[src/rtl/lcd_cmd_scheduler.sv]
// Two-requester LCD command scheduler: per-requester FIFOs, round-robin pick,
// and an issue FSM that follows each command through the controller busy cycle.
//
//   state     | meaning
//   ----------+---------------------------------------------------------
//   IDLE      | wait for lcd_busy=0 and a queued command; pop one
//   ISSUE     | drive lcd_cmd with lcd_cmd_valid for one cycle
//   WAIT_BUSY | wait for the controller to raise busy (bounded by TIMEOUT)
//   WAIT_DONE | wait for busy to fall, then count the completion
module lcd_cmd_scheduler #(
  parameter int DEPTH   = 4,
  parameter int TIMEOUT = 255
) (
  input  logic       clk,
  input  logic       reset,
  input  logic [3:0] req0_cmd,
  input  logic       req0_valid,
  output logic       req0_ready,
  input  logic [3:0] req1_cmd,
  input  logic       req1_valid,
  output logic       req1_ready,
  input  logic       lcd_busy,
  input  logic       lcd_done,
  output logic [3:0] lcd_cmd,
  output logic       lcd_cmd_valid,
  output logic       grant_id,
  output logic [7:0] issued_cnt,
  output logic       err_timeout,
  output logic       err_illegal
);

  localparam int AW = $clog2(DEPTH);
  localparam int PW = AW + 1;
  localparam logic [PW-1:0] FULL_CNT    = PW'(DEPTH);
  localparam logic [7:0]    TIMEOUT_CNT = 8'(TIMEOUT);

  typedef enum logic [1:0] {
    IDLE      = 2'd0,
    ISSUE     = 2'd1,
    WAIT_BUSY = 2'd2,
    WAIT_DONE = 2'd3
  } state_e;

  state_e        state_q, state_d;
  logic [3:0]    mem_q [2][DEPTH];
  logic [PW-1:0] wr_ptr_q [2];
  logic [PW-1:0] wr_ptr_d [2];
  logic [PW-1:0] rd_ptr_q [2];
  logic [PW-1:0] rd_ptr_d [2];
  logic [PW-1:0] cnt_q    [2];
  logic [PW-1:0] cnt_d    [2];
  logic [3:0]    cmd_in   [2];
  logic [1:0]    valid_in;
  logic [1:0]    full;
  logic [1:0]    empty;
  logic [1:0]    accept;
  logic [1:0]    push;
  logic [1:0]    pop;
  logic          illegal_hit;

  logic          grant_q, grant_d;
  logic          rr_q, rr_d;
  logic          gnt;
  logic [3:0]    cmd_q, cmd_d;
  logic [7:0]    timer_q, timer_d;
  logic [7:0]    issued_q, issued_d;
  logic          err_to_q, err_to_d;
  logic          err_ill_q, err_ill_d;

  // Completion is judged by busy falling; done is carried only for visibility.
  logic unused_done;
  assign unused_done = lcd_done;

  // Full is taken from the pre-pop count, so a simultaneous pop never frees a slot.
  always_comb begin
    cmd_in[0]   = req0_cmd;
    cmd_in[1]   = req1_cmd;
    valid_in    = {req1_valid, req0_valid};
    full        = '0;
    empty       = '0;
    accept      = '0;
    push        = '0;
    illegal_hit = 1'b0;
    for (int i = 0; i < 2; i++) begin
      full[i]     = (cnt_q[i] == FULL_CNT);
      empty[i]    = (cnt_q[i] == '0);
      accept[i]   = valid_in[i] & ~full[i];
      push[i]     = accept[i] & (cmd_in[i] < 4'd12);
      illegal_hit = illegal_hit | (accept[i] & (cmd_in[i] >= 4'd12));
    end
  end

  always_comb begin
    for (int i = 0; i < 2; i++) begin
      wr_ptr_d[i] = wr_ptr_q[i] + {{AW{1'b0}}, push[i]};
      rd_ptr_d[i] = rd_ptr_q[i] + {{AW{1'b0}}, pop[i]};
      cnt_d[i]    = cnt_q[i] + {{AW{1'b0}}, push[i]} - {{AW{1'b0}}, pop[i]};
    end
  end

  always_ff @(posedge clk) begin
    for (int i = 0; i < 2; i++) begin
      if (push[i]) mem_q[i][wr_ptr_q[i][AW-1:0]] <= cmd_in[i];
    end
  end

  always_comb begin
    state_d   = state_q;
    pop       = '0;
    gnt       = 1'b0;
    grant_d   = grant_q;
    rr_d      = rr_q;
    cmd_d     = cmd_q;
    timer_d   = timer_q;
    issued_d  = issued_q;
    err_to_d  = err_to_q;
    err_ill_d = err_ill_q | illegal_hit;
    unique case (state_q)
      IDLE: begin
        if (!lcd_busy && (empty != 2'b11)) begin
          gnt      = (empty == 2'b00) ? rr_q : empty[0];
          pop[gnt] = 1'b1;
          grant_d  = gnt;
          rr_d     = ~gnt;
          cmd_d    = mem_q[gnt][rd_ptr_q[gnt][AW-1:0]];
          state_d  = ISSUE;
        end
      end
      ISSUE: begin
        timer_d = '0;
        state_d = WAIT_BUSY;
      end
      WAIT_BUSY: begin
        if (lcd_busy) begin
          state_d = WAIT_DONE;
        end else begin
          timer_d = timer_q + 8'd1;
          if (timer_d == TIMEOUT_CNT) begin
            err_to_d = 1'b1;
            state_d  = IDLE;
          end
        end
      end
      WAIT_DONE: begin
        if (!lcd_busy) begin
          issued_d = issued_q + 8'd1;
          state_d  = IDLE;
        end
      end
      default: state_d = IDLE;
    endcase
  end

  always_ff @(posedge clk or negedge reset) begin
    if (!reset) begin
      state_q   <= IDLE;
      grant_q   <= 1'b0;
      rr_q      <= 1'b0;
      cmd_q     <= '0;
      timer_q   <= '0;
      issued_q  <= '0;
      err_to_q  <= 1'b0;
      err_ill_q <= 1'b0;
      for (int i = 0; i < 2; i++) begin
        wr_ptr_q[i] <= '0;
        rd_ptr_q[i] <= '0;
        cnt_q[i]    <= '0;
      end
    end else begin
      state_q   <= state_d;
      grant_q   <= grant_d;
      rr_q      <= rr_d;
      cmd_q     <= cmd_d;
      timer_q   <= timer_d;
      issued_q  <= issued_d;
      err_to_q  <= err_to_d;
      err_ill_q <= err_ill_d;
      for (int i = 0; i < 2; i++) begin
        wr_ptr_q[i] <= wr_ptr_d[i];
        rd_ptr_q[i] <= rd_ptr_d[i];
        cnt_q[i]    <= cnt_d[i];
      end
    end
  end

  assign req0_ready    = ~full[0];
  assign req1_ready    = ~full[1];
  assign lcd_cmd       = cmd_q;
  assign lcd_cmd_valid = (state_q == ISSUE);
  assign grant_id      = grant_q;
  assign issued_cnt    = issued_q;
  assign err_timeout   = err_to_q;
  assign err_illegal   = err_ill_q;

endmodule

[config.mk]
export PLATFORM = sky130hd
export DESIGN_NAME = lcd_cmd_scheduler
export DESIGN_NICKNAME = d
export VERILOG_FILES = /design/src/rtl/lcd_cmd_scheduler.sv
export SDC_FILE = /design/constraint.sdc
export NUM_CORES = 1
export LEC_CHECK = 0
export ABC_AREA = 1
export ABC_CLOCK_PERIOD_IN_PS = 5040
export BUFFER_PORTS_ARGS = -buffer_cell sky130_fd_sc_hd__buf_2
export CORE_ASPECT_RATIO = 1.4
export CORE_MARGIN = 1.5
export CORE_UTILIZATION = 40
export DETAILED_ROUTE_END_ITERATION = 12
export GPL_ROUTABILITY_DRIVEN = 0
export PLACE_DENSITY = 0.56
export RECOVER_POWER = 100
export SETUP_SLACK_MARGIN = 0.02
export SYNTH_ARGS = -nofsm -noshare
export SYNTH_HDL_FRONTEND = slang
export SYNTH_SLANG_ARGS = --single-unit
export TNS_END_PERCENT = 30
[constraint.sdc]
create_clock -name clk -period 5.04 [get_ports clk]
set_input_delay 0.756 -clock clk [delete_from_list [all_inputs] [get_ports clk]]
set_output_delay 0.756 -clock clk [all_outputs]
set_load 0.05 [all_outputs]
; Word-level counts from Yosys, hierarchy flattened
; Memories as Yosys holds them, arrays and structs flattened.
; Index checks and enable logic that the tools add are counted.
[op_classes]
order_cmp = 12
bitwise = 16
n_eq_ne = 11
n_addsub = 10
mux = 26
reduce_logical = 15
[ops]
columns = cell, n
row1 = $mux 16, 2
row2 = $add 3x1->3, 6
row3 = $mux 2, 9
row4 = $add 8x1->8 const B, 2
row5 = $demux 4 s2, 2
row6 = $mux 4, 4
row7 = $pmux 8 s2, 1
row8 = $ge 3x3->1 const B, 3
row9 = $not 2->3, 3
row10 = $bmux 4 s2, 1
row11 = $eq 8x8->1 const B, 1
row12 = $ge 4x4->1 const B, 2
row13 = $lt 4x4->1 const B, 2
row14 = $mux 8, 1
row15 = $ne 2x2->1 const B, 4
row16 = $pmux 2 s4, 1
row17 = $and 1x1->1, 6
row18 = $eq 3x3->1 const B, 2
row19 = $logic_not 3->1, 2
row20 = $lt 3x1->1 const B, 2
row21 = $reduce_and 2->1, 3
row22 = $reduce_and 3->1, 2
row23 = $sub 3x1->3, 2
row24 = $eq 2x2->1 const B, 2
row25 = 14 further kinds, 25
[totals]
wordCells = 105
n_memories = 1
ram_bits = 32
out_inout_bits = 18
ff_bits = 44
[memory_table]
columns = name, depth, width, rd, rd_clocked_by_memory_dff, write_ports, line
row1 = mem_q, 2, 16, 1, 0, 2, 45  ; logic [3:0] mem_q [2][DEPTH];

; Depth between registers and ports, before layout
; Gate-level depths: netlist (run 1).
[depth]
depth_word = 11
ltp_mapped = 13
mapped_depth_nobuf = 12

; Least setup slack after synthesis (run 1)
; No wires, ideal clock.
[synth_timing]
kind = reg-to-reg
start = register cnt_q[4] (netlist name)
end = register cnt_q[5] (netlist name)
arrival_time_ns = 2.119
setup_time_ns = 0.123
path_stages_with_launch = 11
required_time_ns = 4.917
synth_period_minus_slack_ns = 2.241
path_slack_ns = 2.799
path_buffers = 0
cell_sequence = dfrtp_1 inv_1 nand3_1 nand2_1 a21oi_1 inv_1 xor2_1 ha_1 inv_1 fa_1 xnor2_1
[synth_lines]
columns = item, line
row1 = "start, declared", 50  ; logic [PW-1:0] cnt_q [2];
row2 = "start signal, assigned by index", 181  ; cnt_q[i] <= cnt_d[i];

==> reports/results.tsv, run 1 <==
metric	value	unit
outcome	finished with violations	
failing checks	capacitance limit, slew limit	
worst setup margin	2.08	ns
worst r2r path cells	10	
via density per instance	4.75	
Pleak	0.00177	µW
startpoint class of the critical path	flip-flop	
FILL cells	825	
fraction of final layout cells sized beyond drive strength 1	0.0633	
final setup fails	0	
switching power share of the total	0.420	
first-pass GRT wire length	11900	µm
max incr delay on CP	0.71	ns
worst slew pin tran	2.20	ns
Mapped Nets	379	
reg2reg start	cnt_q[4]	
Yosys cell types	28	
crit-path cells	nor2_1 -> nand2_1 -> o21ai_0 -> nor2_8 -> nand3_1 -> xor2_1 -> ha_1 -> inv_1 -> fa_1 -> xnor2_1	
placed cells	481	
die footprint	9150	µm²
post-route antenna net violation count	0	
CTS tree	built	
Comb pwr share	0.397	
Initial Util	0.416	
CTS Root Cell	clkbuf_16	
sequential area share after synthesis	0.572	
total clock buffers created by CTS	9	
Final Hold Slack	0.466	ns
FMAX	338	MHz
die extent in y	113	µm
cell taking the most area after synthesis	dfrtp_1	
H-tree levels	3	
flip-flop and latch area	1960	µm²
worst-path fanout max	21	
wire length per cell	13.9	µm
vias in the first global route	2515	
FF-to-FF End	cnt_q[5]	
Remaining DRCs	0	
slowest CP cell	o21ai_0	
clock network fraction of total power	0.244	
top cell type's share of synthesized area	0.292	
Clock Tree Buf Depth	2	
post-DP HPWL	4990	µm
CTS resizes	0	
cell row count	39	
RSZ-0062 raised after global routing	false	
Routed Wire Length	6910	µm
post-place setup slack	2.51	ns
max-cap violations	1	
Synth area leaders	dfrtp_1 29%, edfxtp_1 28%, nand2_1 13%	
synth-to-layout area growth	12.4	%
Setup crit start	cnt_q[4]	
Sink Count	72	
CP arrival	3.17	ns
Worst Hold Class	reg -> reg	
Worst-Skew Late Latency	0.33	ns
final cell count without fillers	497	
Layout Nets	413	
ANT cells	0	
initial drt markers	136	
internal cell power	1450	µW
power per cell area	645	nW/µm²
Cell Area, Synth	3430	µm²
Tcrit/Tclk final	0.587	
Syn Inst Count	356	
Slew Viols, Final	41	
Final min period	2.96	ns
area of the multi-input gates	1220	µm²
class of the most critical setup path	reg -> reg	
DR vias	2361	
FF+latch count, synth	72	
syn_area_per_cell	9.64	µm²
Post-CTS Setup Repair Bufs	0	
VDD IR max	0.415	mV
CP endpoint kind	flip-flop	
total global-route track usage	0.178	
Die X	81.3	µm
YS warnings	0	
I/O Buffers	30	
setup_tns	0	ns
GRT Residual Overflow	0	
largest net degree at the start of global routing	41	
Clock Pin Slew Worst Setup and Hold Paths	0.05	ns
Flop pwr share	0.359	
initial antenna violation count	0	
Worst EP required	5.26	ns
Final Hold Vio Count	0	
Top Ports	32	
P_sw	1040	µW
hold buffers post-CTS	0	
relative slew slack	-0.466	
core area	8250	µm²
Setup Skew	0.00522	ns
crit path capture	cnt_q[5]	
flop-to-flop setup slack	2.08	ns
DRT Pass-1 Iters	4	
==> synth_stat cells (all sizes together) <==
library cell	number
ha	7
o21ai	11
xnor2	9
o22ai	3
nand4	1
fa	2
nor2	20
a21oi	4
o21bai	1
nor3	9
dfrtp	40
buf	7
nand2	125
xor2	11
inv	40
nand3	33
o221ai	1
edfxtp	32
==> power by group through the flow <==
| stage | registers, µW | clock network, µW | logic [µW] |
|---|---|---|---|
| after floorplan | 1000 | 0 | 746 |
| after global placement | 899 | 0 | 1010 |
| after detailed placement | 906 | 0 | 1030 |
| after CTS | 897 | 624 | 1040 |
| after global routing | 918 | 647 | 1150 |
| final | 894 | 608 | 988 |
==> through the flow <==
step	power, µW	utilization	instance area (µm²)
global route	2710	0.468	3860
detailed placement	1930	0.441	3640
floorplan	1750	-	3430
global placement	1910	0.441	3640
CTS	2560	0.475	3920
finish	2490	0.468	3860
==> worst min-delay path by stage <==
stage / start / end / slack (ns) / cells after the start
after detailed placement: grant_id / grant_id / 0.46 / 2
after global placement: issued_cnt[7] / issued_cnt[7] / 0.46 / 1
after global routing: rd_ptr_q[1] / rd_ptr_q[1] / 0.49 / 1
after floorplan: rd_ptr_q[4] / rd_ptr_q[4] / 0.44 / 1
final: rd_ptr_q[1] / rd_ptr_q[1] / 0.47 / 1
after CTS: issued_cnt[7] / issued_cnt[7] / 0.47 / 1
==> metal layers <==
layer | vias to the layer above | global-route usage | routed length [µm] | part of all wire
met3 | 13 | 0.0463 | 229 | 0.033
li1 | 1212 | - | - | -
met4 | 0 | 0.0759 | 111 | 0.016
met1 | 1099 | 0.212 | 2990 | 0.43
met2 | 37 | 0.298 | 3580 | 0.52
met5 | - | 0 | 0 | 0
==> cell families after synthesis <==
family / count (synthesis) / share of synthesized area
simple gates: 188 / 0.241
flops: 72 / 0.572
buf+inv: 47 / 0.0649
compound gates: 20 / 0.0343
xor+xnor: 20 / 0.0510
fa+ha+maj: 9 / 0.0372
==> critical path, delay by kind of cell, from the launching register on <==
kind | cells | cell delay, ns
buffers and inverters | 1 | 0.05
AO/OA/AOI/OAI | 1 | 0.71
flip-flops | 1 | 0.43
AND/OR/NAND/NOR | 4 | 0.80
adder cells (fa/ha/maj) | 2 | 0.53
XOR/XNOR | 2 | 0.31
==> layout by cell type (no fill, tap or decap), types with 2 or more instances in the layout <==
cell type and n:
nor2_1 18, dfrtp_1 40, ha_1 7, nand3_2 2, a21oi_1 4, xor2_1 11, nand3_1 31, clkinv_2 3
xnor2_1 9, inv_1 39, edfxtp_1 32, o22ai_1 3, nand2_2 4, o21ai_0 11, nor3_1 9, nand2_1 120
clkbuf_1 30, clkbuf_16 9, fa_1 2, buf_2 3
==> cell type report <==
class	instances	area share
clock buffers	12	0.0613
clock inverters	4	0.0117
inverters	40	0.0389
multi-input cells	237	0.316
flip-flops and latches	72	0.509
well taps	102	0.0331
repair buffers	30	0.0302
==> state kept, by name, summed over array words and instances, names as in the netlist <==
signal and cells:
cnt_q 6, grant_id 1, issued_cnt 8, err_timeout 1, state_q 2, rr_q 1
lcd_cmd 4, wr_ptr_q 4, timer_q 8, rd_ptr_q 4, mem_q 32, err_illegal 1
Power figures use the tool's default switching activity.
==> run 2: changes to the inputs <==
--- a/config.mk
+++ b/config.mk
@@ -6,7 +6,7 @@
 export NUM_CORES = 1
 export LEC_CHECK = 0
 export ABC_AREA = 1
-export ABC_CLOCK_PERIOD_IN_PS = 5040
+export ABC_CLOCK_PERIOD_IN_PS = 2830
 export BUFFER_PORTS_ARGS = -buffer_cell sky130_fd_sc_hd__buf_2
 export CORE_ASPECT_RATIO = 1.4
 export CORE_MARGIN = 1.5
==> constraint.sdc (replaced) <==
create_clock -name clk -period 2.83 [get_ports clk]
set_input_delay 0.4245 -clock clk [delete_from_list [all_inputs] [get_ports clk]]
set_output_delay 0.4245 -clock clk [all_outputs]
set_load 0.05 [all_outputs]
==> reports/results.tsv, run 2 (synthesis gave the netlist of run 1 again) <==
metric	value	unit	change
post-place setup slack	0.444	ns	-2.06 ns
wire length per cell	13.5	µm	-2.7%
fin util	0.467		about the same
max-cap violations	1		unchanged
cell row count	39		unchanged
Final Hold Vio Count	0		unchanged
startpoint class of the critical path	flip-flop		
cell family with most CP delay	simple AND/OR/NAND/NOR gates		
CTS resizes	0		unchanged
Critical path buffers and inverters	1		unchanged
setup_tns	0	ns	unchanged
RSZ-0062 raised after global routing	false		
crit-path cells	nor2_1 -> nand2_2 -> o21ai_2 -> nor2_8 -> nand3_1 -> xor2_1 -> ha_1 -> inv_1 -> fa_1 -> xnor2_1		
via density per instance	4.78		+0.64%
worst-path fanout max	21		unchanged
die extent in y	113	µm	unchanged
DRT Pass-1 Iters	4		unchanged
Worst-Skew Late Latency	0.33	ns	about the same
Worst EP required	3.04	ns	-2.22 ns
first-pass GRT wire length	11300	µm	-4.8%
max incr delay on CP	0.43	ns	-0.28 ns
hold buffers post-CTS	0		unchanged
largest net degree at the start of global routing	41		unchanged
worst slew pin tran	2.18	ns	-0.0176 ns
synth-to-layout area growth	12.3	%	about the same
Final min period	2.45	ns	-0.506 ns
Pleak	0.00177	µW	-0.22%
CTS Root Cell	clkbuf_16		
Clock Pin Slew Worst Setup and Hold Paths	0.06	ns	about the same
I/O Buffers	30		unchanged
power per cell area	1130	nW/µm²	+76%
Slew Viols, Final	41		unchanged
post-route antenna net violation count	0		unchanged
ANT cells	0		unchanged
Setup Skew	0.00675	ns	+0.00152 ns
Remaining DRCs	0		unchanged
post-DP HPWL	4990	µm	about the same
outcome	finished with violations		
Worst Hold Class	in -> reg		
vias in the first global route	2373		-5.6%
initial drt markers	108		-21%
CP endpoint kind	flip-flop		
Top Ports	32		unchanged
Routed Wire Length	6730	µm	-2.5%
switching power share of the total	0.423		+0.00335
class of the most critical setup path	reg -> reg		
P_sw	1850	µW	+77%
CP arrival	2.66	ns	-0.51 ns
final cell count without fillers	498		+0.20%
total power	4370	µW	+75%
relative slew slack	-0.455		+0.0117
FILL cells	799		-3.2%
total clock buffers created by CTS	9		unchanged
slowest CP cell	dfrtp_1		
max FFs per register	32		unchanged
DR vias	2381		+0.85%
Layout Nets	414		+0.24%
VDD IR max	0.639	mV	+54%
failing checks	capacitance limit, slew limit		
Flop pwr share	0.364		+0.005
most frequent cells in the layout	121 x nand2_1, 40 x dfrtp_1, 39 x inv_1, 32 x clkbuf_1, 32 x edfxtp_1		
worst setup margin	0.379	ns	-1.70 ns
Sink Count	72		unchanged
fraction of final layout cells sized beyond drive strength 1	0.0707		+0.00742
GRT Residual Overflow	0		unchanged
most common cell after layout, fill and taps aside	nand2_1		
CTS tree	built		
Die X	81.3	µm	unchanged
internal cell power	2520	µW	+74%
placed cells	482		+0.21%
Initial Util	0.416		unchanged
die footprint	9150	µm²	unchanged
Post-CTS Setup Repair Bufs	0		unchanged
H-tree levels	3		unchanged
clock network fraction of total power	0.230		-0.014
initial antenna violation count	0		unchanged
Tcrit/Tclk final	0.866		+0.279
Comb pwr share	0.406		+0.009
Clock Tree Buf Depth	2		unchanged
total global-route track usage	0.168		-0.00977
final setup fails	0		unchanged
core area	8250	µm²	unchanged
FMAX	408	MHz	+21%
-- run 2: cell count changes in the layout (fill, tap and decap cells not counted) --
cell / previous run / this run
clkbuf_2: 0 / 1
bufinv_16: 1 / 0
nand2_1: 120 / 121
clkbuf_1: 30 / 32
nor2_1: 18 / 16
inv_2: 0 / 1
clkbuf_8: 0 / 1
o21ai_2: 0 / 2
nand2_2: 4 / 3
clkinv_1: 1 / 0
o21ai_0: 11 / 9
nor2_2: 1 / 3
clkinv_2: 3 / 1
-- run 2: final cells by class --
class | instances | area [µm²] | area share
Multi-Input combinational cell | 237 | 1230 | 0.319
Inverter | 40 | 150 | 0.0390
Clock inverter | 1 | 5.00 | 0.00130
Clock buffer | 15 | 258 | 0.0669
Tap cell | 102 | 128 | 0.0331
Sequential cell | 72 | 1960 | 0.509
Timing Repair Buffer | 31 | 121 | 0.0315
-- run 2: metrics by stage --
| step | cell area [µm²] | hold slack (ns) |
|---|---|---|
| 4_1_cts | 3910 | 0.267 |
| 5_1_grt | 3850 | 0.391 |
| 6_report | 3850 | 0.377 |
| 3_3_place_gp | 3640 | 0.457 |
| 2_1_floorplan | 3430 | 0.129 |
| 3_5_place_dp | 3640 | 0.456 |
-- run 2: power by group through the flow --
stage	Combinational (µW)	Sequential (µW)	Clock (µW)
finish	1770	1590	1000
global route	2030	1630	1070
CTS	1850	1600	1030
detailed placement	1840	1610	0
global placement	1810	1600	0
floorplan	1330	1790	0
-- run 2: final timing paths --
path,to,slack (ns),start,cells past startpoint
setup / recovery,cnt_q[5],0.38,cnt_q[4],10
hold / removal,mem_q[1][12],0.38,req1_cmd[0],1
setup reg to reg,cnt_q[5],0.38,cnt_q[4],10
hold reg to reg,rd_ptr_q[4],0.46,rd_ptr_q[4],1
max in group asynchronous,timer_q[6],0.84,reset,1
min in group asynchronous,cnt_q[1],0.73,reset,1
-- run 2: per-layer routing --
layer  share of wire  global-route usage
met1            0.43               0.208
met2            0.52               0.271
met3           0.038              0.0504
met4           0.020              0.0667
met5               0                   0
